[src/rtl/burst_cnt_pkg.sv]
// Shared types and default sizing for the multi-channel burst counter.
package burst_cnt_pkg;

  localparam int unsigned CNT_W_DEF  = 4;
  localparam int unsigned NUM_CH_DEF = 2;

  typedef enum logic {
    IDLE = 1'b0,
    RUN  = 1'b1
  } ch_state_e;

endpackage

[src/rtl/burst_counter_ch.sv]
// One independent burst channel: latches a burst length on start and
// steps a beat index, with pause, cancel and optional auto-repeat.
module burst_counter_ch
  import burst_cnt_pkg::*;
#(
  parameter int unsigned CNT_W = CNT_W_DEF
) (
  input  logic             clk,
  input  logic             rst,
  input  logic             start,
  input  logic [CNT_W-1:0] len,
  input  logic             wrap_mode,
  input  logic             beat,
  input  logic             stop,
  input  logic             abort,
  output logic [CNT_W-1:0] count,
  output logic             last,
  output logic             busy,
  output logic             done
);

  ch_state_e        state_q, state_d;
  logic [CNT_W-1:0] count_q, count_d;
  logic [CNT_W-1:0] len_q, len_d;
  logic             done_q, done_d;
  logic             last_c;

  // State register
  always_ff @(posedge clk or posedge rst) begin
    if (rst) begin
      state_q <= IDLE;
      count_q <= '0;
      len_q   <= '0;
      done_q  <= 1'b0;
    end else begin
      state_q <= state_d;
      count_q <= count_d;
      len_q   <= len_d;
      done_q  <= done_d;
    end
  end

  // Next-state logic; abort overrides every other request
  always_comb begin
    state_d = state_q;
    count_d = count_q;
    len_d   = len_q;
    done_d  = 1'b0;
    last_c  = (state_q == RUN) && (count_q == len_q);

    if (abort) begin
      state_d = IDLE;
      count_d = '0;
    end else begin
      unique case (state_q)
        IDLE: begin
          count_d = '0;
          if (start) begin
            len_d   = len;
            state_d = RUN;
          end
        end
        RUN: begin
          if (beat && !stop) begin
            if (last_c) begin
              // Final beat: wrap_mode is sampled here, not at start
              count_d = '0;
              done_d  = 1'b1;
              state_d = wrap_mode ? RUN : IDLE;
            end else begin
              count_d = count_q + CNT_W'(1);
            end
          end
        end
        default: begin
          state_d = IDLE;
          count_d = '0;
        end
      endcase
    end
  end

  assign count = count_q;
  assign last  = last_c;
  assign busy  = (state_q == RUN);
  assign done  = done_q;

endmodule

[src/rtl/burst_counter_mc.sv]
// Multi-channel burst counter: NUM_CH independent channels packed onto
// flat vector ports; the top holds wiring only.
module burst_counter_mc
  import burst_cnt_pkg::*;
#(
  parameter int unsigned CNT_W  = CNT_W_DEF,
  parameter int unsigned NUM_CH = NUM_CH_DEF
) (
  input  logic                    clk,
  input  logic                    rst,
  input  logic [NUM_CH-1:0]       start,
  input  logic [NUM_CH*CNT_W-1:0] len,
  input  logic [NUM_CH-1:0]       wrap_mode,
  input  logic [NUM_CH-1:0]       beat,
  input  logic [NUM_CH-1:0]       stop,
  input  logic [NUM_CH-1:0]       abort,
  output logic [NUM_CH*CNT_W-1:0] count,
  output logic [NUM_CH-1:0]       last,
  output logic [NUM_CH-1:0]       busy,
  output logic [NUM_CH-1:0]       done
);

  for (genvar gi = 0; gi < NUM_CH; gi++) begin : g_ch
    burst_counter_ch #(
      .CNT_W(CNT_W)
    ) u_ch (
      .clk       (clk),
      .rst       (rst),
      .start     (start[gi]),
      .len       (len[gi*CNT_W +: CNT_W]),
      .wrap_mode (wrap_mode[gi]),
      .beat      (beat[gi]),
      .stop      (stop[gi]),
      .abort     (abort[gi]),
      .count     (count[gi*CNT_W +: CNT_W]),
      .last      (last[gi]),
      .busy      (busy[gi]),
      .done      (done[gi])
    );
  end

endmodule

[config.mk]
export PLATFORM = sky130hd
export DESIGN_NAME = burst_counter_mc
export DESIGN_NICKNAME = d
export VERILOG_FILES = /design/src/rtl/burst_cnt_pkg.sv /design/src/rtl/burst_counter_ch.sv /design/src/rtl/burst_counter_mc.sv
export SDC_FILE = /design/constraint.sdc
export NUM_CORES = 1
export LEC_CHECK = 0
export ABC_AREA = 1
export CORE_MARGIN = 2
export CORE_UTILIZATION = 49
export DETAILED_ROUTE_END_ITERATION = 8
export PLACE_DENSITY_LB_ADDON = 0.2
export SYNTH_ARGS = -nofsm -noshare
export SYNTH_HDL_FRONTEND = slang
export SYNTH_SLANG_ARGS = --single-unit
[constraint.sdc]
create_clock -name clk -period 2.93 [get_ports clk]
set_input_delay 0.7325 -clock clk [delete_from_list [all_inputs] [get_ports clk]]
set_output_delay 0.7325 -clock clk [all_outputs]
set_load 0.02 [all_outputs]
Word level (Yosys, flattened, before mapping). Index checks and enable logic that the tools add are counted. W data, S select, Z words.

Flip-flop bits (word level): 20. Latch bits: 0. RAM bits: 0. Memory bits (read-only): 0. Bits of input ports: 20. Word-level logic and storage cells: 54. Memories: 0.

$add $sub $neg: 2. Multiply operators: 0. Div/mod/pow operators: 0. Magnitude comparators: 0. Eq/ne operators: 4. Shift-type cells: 0. Mux-type cells: 28. Bitwise operators: 4. Reductions and logical operators: 8.

Operators by type and width (count): $mux W4 (6); $mux W1 (18); $pmux W4 S2 (2); $add A4 B1 Y4 const B (2); $eq A4 B4 Y1 (2); $ne A3 B3 Y1 const B (2); $reduce_and A3 Y1 (2); $logic_and A1 B1 Y1 (4); $not A1 Y1 (4); $pmux W1 S2 (2); $logic_not A1 Y1 (2).

Depth between registers and ports, before layout.
Depth in word-level cells: 6. Depth in mapped cells: 8. Depth with buffers taken out: 8.

Cells and area by module. A second synthesis with hierarchy kept.

Cells, all modules: 152. Area total of the unflattened synthesis: 1166.1 um^2.

Modules (own cells, without submodules): burst_counter_ch (times used 2, cells an instance 76, area each 583.1 um^2, sequential area each 250.2 um^2).

Worst setup path before layout. No wires, ideal clock.

Kind: register to output. From: register g_ch[0].u_ch.count_q[0]. To: output last[0]. Arrival: 1.129 ns. Required time: 2.197 ns. Setup slack: 1.069 ns. Stages on the path, launching flop included: 8. Path buffers: 1. Cell sequence: dfrtp_1 inv_2 nand2_1 nand3_1 nor2_2 nand2_4 inv_1 buf_4.

Cells in the longest elaborated chain, start to end: 2.

RTL lines: start: declaration (line burst_counter_ch.sv:23) `logic [CNT_W-1:0] count_q, count_d;`; start signal: assignment (line burst_counter_ch.sv:37) `count_q <= count_d;`; $eq A4 B4 Y1 (line burst_counter_ch.sv:49) `last_c = (state_q == RUN) && (count_q == len_q);`; $logic_and A1 B1 Y1 (line burst_counter_ch.sv:49); end: declaration (line burst_counter_mc.sv:18) `output logic [NUM_CH-1:0] last,`.

Every way passes these cells.

Final worst setup path.
From: register g_ch[1].u_ch.count_q[2]. To: output last[1].

Cells in the longest elaborated chain, start to end: 2.

RTL lines (line): start: declaration (burst_counter_ch.sv:23); start signal: assignment (burst_counter_ch.sv:37); $eq A4 B4 Y1 (burst_counter_ch.sv:49); $logic_and A1 B1 Y1 (burst_counter_ch.sv:49).

Every way passes these cells.

==> impl_metrics.json <==
{
  "clk_latency_ps": 310,
  "antenna_found_initial": 0,
  "cellLeakagePower_nw": 0.758,
  "track_usage_pct": 20.1,
  "start_kind": "flip-flop",
  "rrSetupSlack_ps": 1700,
  "r2r_start": "g_ch[0].u_ch.count[0]",
  "cts_tree": "yes",
  "post_cts_buffers": 0,
  "min_to": "g_ch[0].u_ch.len_q[2]",
  "cts.reportedPaths.clkPinSlew_ps": 130,
  "cp_data_arrival_time_ps": 1950,
  "ys_seq_elements": 20,
  "seq_area_frac_synth_pct": 44.7,
  "antenna_left": 0,
  "hold_viol": 0,
  "grt.overflow.total": 0,
  "hold_depth": 2,
  "holdBufCountCts": 0,
  "clockBufferDepth": 2,
  "vias_per_cell": 4.75,
  "outcome": "completed",
  "grt_max_degree": 21,
  "drtIter0Drc": 19,
  "grt_pass1_wl_mm": 3.97,
  "synth_nets": 169,
  "wl_per_cell_um": 11.4,
  "critical_path_required_ps": 2200,
  "cts_buffers": 3,
  "start_util_pct": 51.1,
  "synthesis.area_mm2": 0.00112,
  "mostFrequentLayoutCells": "33 x clkdlybuf4s50_1, 31 x inv_1, 28 x nand2_1, 20 x dfrtp_1, 15 x a21oi_1",
  "n_antenna_cell": 0,
  "hold_ws_ps": 547,
  "synth_warnings": 0,
  "tns_ps": 0,
  "crit_type": "flip-flop to primary output",
  "min_from": "g_ch[0].u_ch.len_q[2]",
  "cts_root_buffer": "clkbuf_4",
  "vdd_drop_max_mv": 0.281,
  "hold_path_class": "flip-flop to flip-flop",
  "cts.sinks": 20,
  "syn_to_final_growth_pct": 33.3,
  "gp_congestion": 0.903,
  "drc_errors": 0,
  "fin_skew_ps": 8.91,
  "num_vias": 978,
  "numPortBuffers": 33,
  "slew_viol_final": 0,
  "cts_resized": 0,
  "io-pin-count": 34,
  "cts-htree-levels": 1,
  "path_max_fanout": 6,
  "placementRows": 17,
  "setup_viol": 0,
  "rsz0062_at_grt": "false",
  "fmax_mhz": 372,
  "dieHeight_um": 51.8,
  "synth.distinct_cells": 19,
  "final_common_cell": "clkdlybuf4s50_1",
  "final_nets": 201,
  "max-slew-margin-rel_pct": 49.5,
  "n_fill_cell": 198,
  "drive_gt1_share_pct": 8.43,
  "r2r_cells": 7,
  "coreArea_mm2": 0.00219,
  "end_kind": "primary output",
  "tightest_slew_ps": 756,
  "die_x_um": 51.8,
  "dieArea_mm2": 0.00268,
  "place_area_mm2": 0.00144,
  "layout_min_cycle_time_ps": 2690,
  "syn_inst": 147,
  "post-dp-hpwl_mm": 1.78,
  "power_density_mw_per_mm2": 449,
  "period_share_pct": 91.7,
  "routed_wl_mm": 2.34,
  "first_global_vias": 922,
  "syn_area_per_cell_um2": 7.61,
  "max_cap_viol_count": 0,
  "stdcell_area_mm2": 0.00149,
  "reg2reg_to": "g_ch[0].u_ch.count[2]",
  "first_pass_iters": 5
}
-- sequential cells by signal, summed over array words and instances, names as in the netlist --
register	flops
g_ch.u_ch.count	8
g_ch.u_ch.len_q	8
g_ch.u_ch.busy	2
g_ch.u_ch.done	2
-- final cells by class --
| class | count | area [um2] | share of cell area [%] |
|---|---|---|---|
| sequential | 20 | 500 | 33.6 |
| timing repair buffer | 33 | 330 | 22.1 |
| clock buffer | 3 | 22.5 | 1.51 |
| tap | 28 | 35.0 | 2.35 |
| multi-input combinational | 88 | 449 | 30.1 |
| clock inverter | 1 | 30.0 | 2.01 |
| inverter | 33 | 124 | 8.31 |
-- per-stage QoR --
step                setup slack (ps)  util, %  cells  power [mW]
floorplan                       1070        -    147       0.397
global placement                 593     65.7    202       0.442
detailed placement               600     65.7    202       0.445
CTS                              235     68.1    206       0.676
global route                     145     68.1    206       0.701
finish                           244     68.1    206       0.669
-- layer usage --
| metal | up-vias | share of wire [%] | global-route usage [%] |
|---|---|---|---|
| met5 | - | 0 | 0 |
| met1 | 443 | 52 | 27.6 |
| met2 | 21 | 43 | 32.1 |
| li1 | 512 | - | - |
| met4 | 0 | 0.73 | 6.58 |
| met3 | 2 | 3.9 | 3.74 |
-- power breakdown --
group	internal (mW)	leakage, nW	switching [mW]	total, mW
Clock	0.138	0.0279	0.0928	0.231
Sequential	0.301	0.251	0.0124	0.313
Combinational	0.0550	0.479	0.0703	0.125
-- logic make-up (layout without fill, tap and decap cells) --
| logic type | count (synthesis) | count (layout) | share of synthesized area [%] |
|---|---|---|---|
| flip-flops | 20 | 20 | 44.7 |
| AND/OR/NAND/NOR | 62 | 62 | 26.2 |
| AO/OA/AOI/OAI | 22 | 22 | 10.2 |
| adder cells (fa/ha/maj) | 2 | 2 | 2.24 |
| XOR/XNOR | 2 | 2 | 1.57 |
| buffers and inverters | 39 | 70 | 15.1 |
-- how the worst max path moves through the flow --
stage | startpoint | endpoint | slack, ps | cells after the start
global placement | g_ch[0].u_ch.count[0] | last[0] | 590 | 7
global route | g_ch[0].u_ch.count[0] | last[0] | 140 | 7
CTS | g_ch[1].u_ch.count[3] | last[1] | 240 | 7
detailed placement | g_ch[1].u_ch.count[3] | last[1] | 600 | 7
floorplan | g_ch[0].u_ch.count[0] | last[0] | 1070 | 7
finish | g_ch[1].u_ch.count[2] | last[1] | 240 | 8
-- cell usage after synthesis --
cell     number  area [um2]
xor2_1        2        17.5
nor3_2        2        20.0
dfrtp_1      20         500
o21ai_1       4        20.0
o21ai_0       2        10.0
nand3_1      12        60.1
nand4_1       2        12.5
ha_1          2        25.0
nand3_2       2        20.0
a21oi_1      15        75.1
inv_1        31         116
nor2_2        2        12.5
a21oi_2       1        8.76
nand2_1      28         105
inv_2         2        7.51
nand2_2       1        6.26
nor2_1       12        45.0
buf_4         6        45.0
nand2_4       1        11.3
-- worst max-delay path, cell delays in order (launching register included) --
cell	delay (ps)
dfrtp_1	480
inv_1	80
nand2_1	40
nand2_1	50
nand2_1	60
nor2_2	120
nand2_2	110
inv_1	80
clkdlybuf4s50_1	620
(Power assumes the default switching activity.)
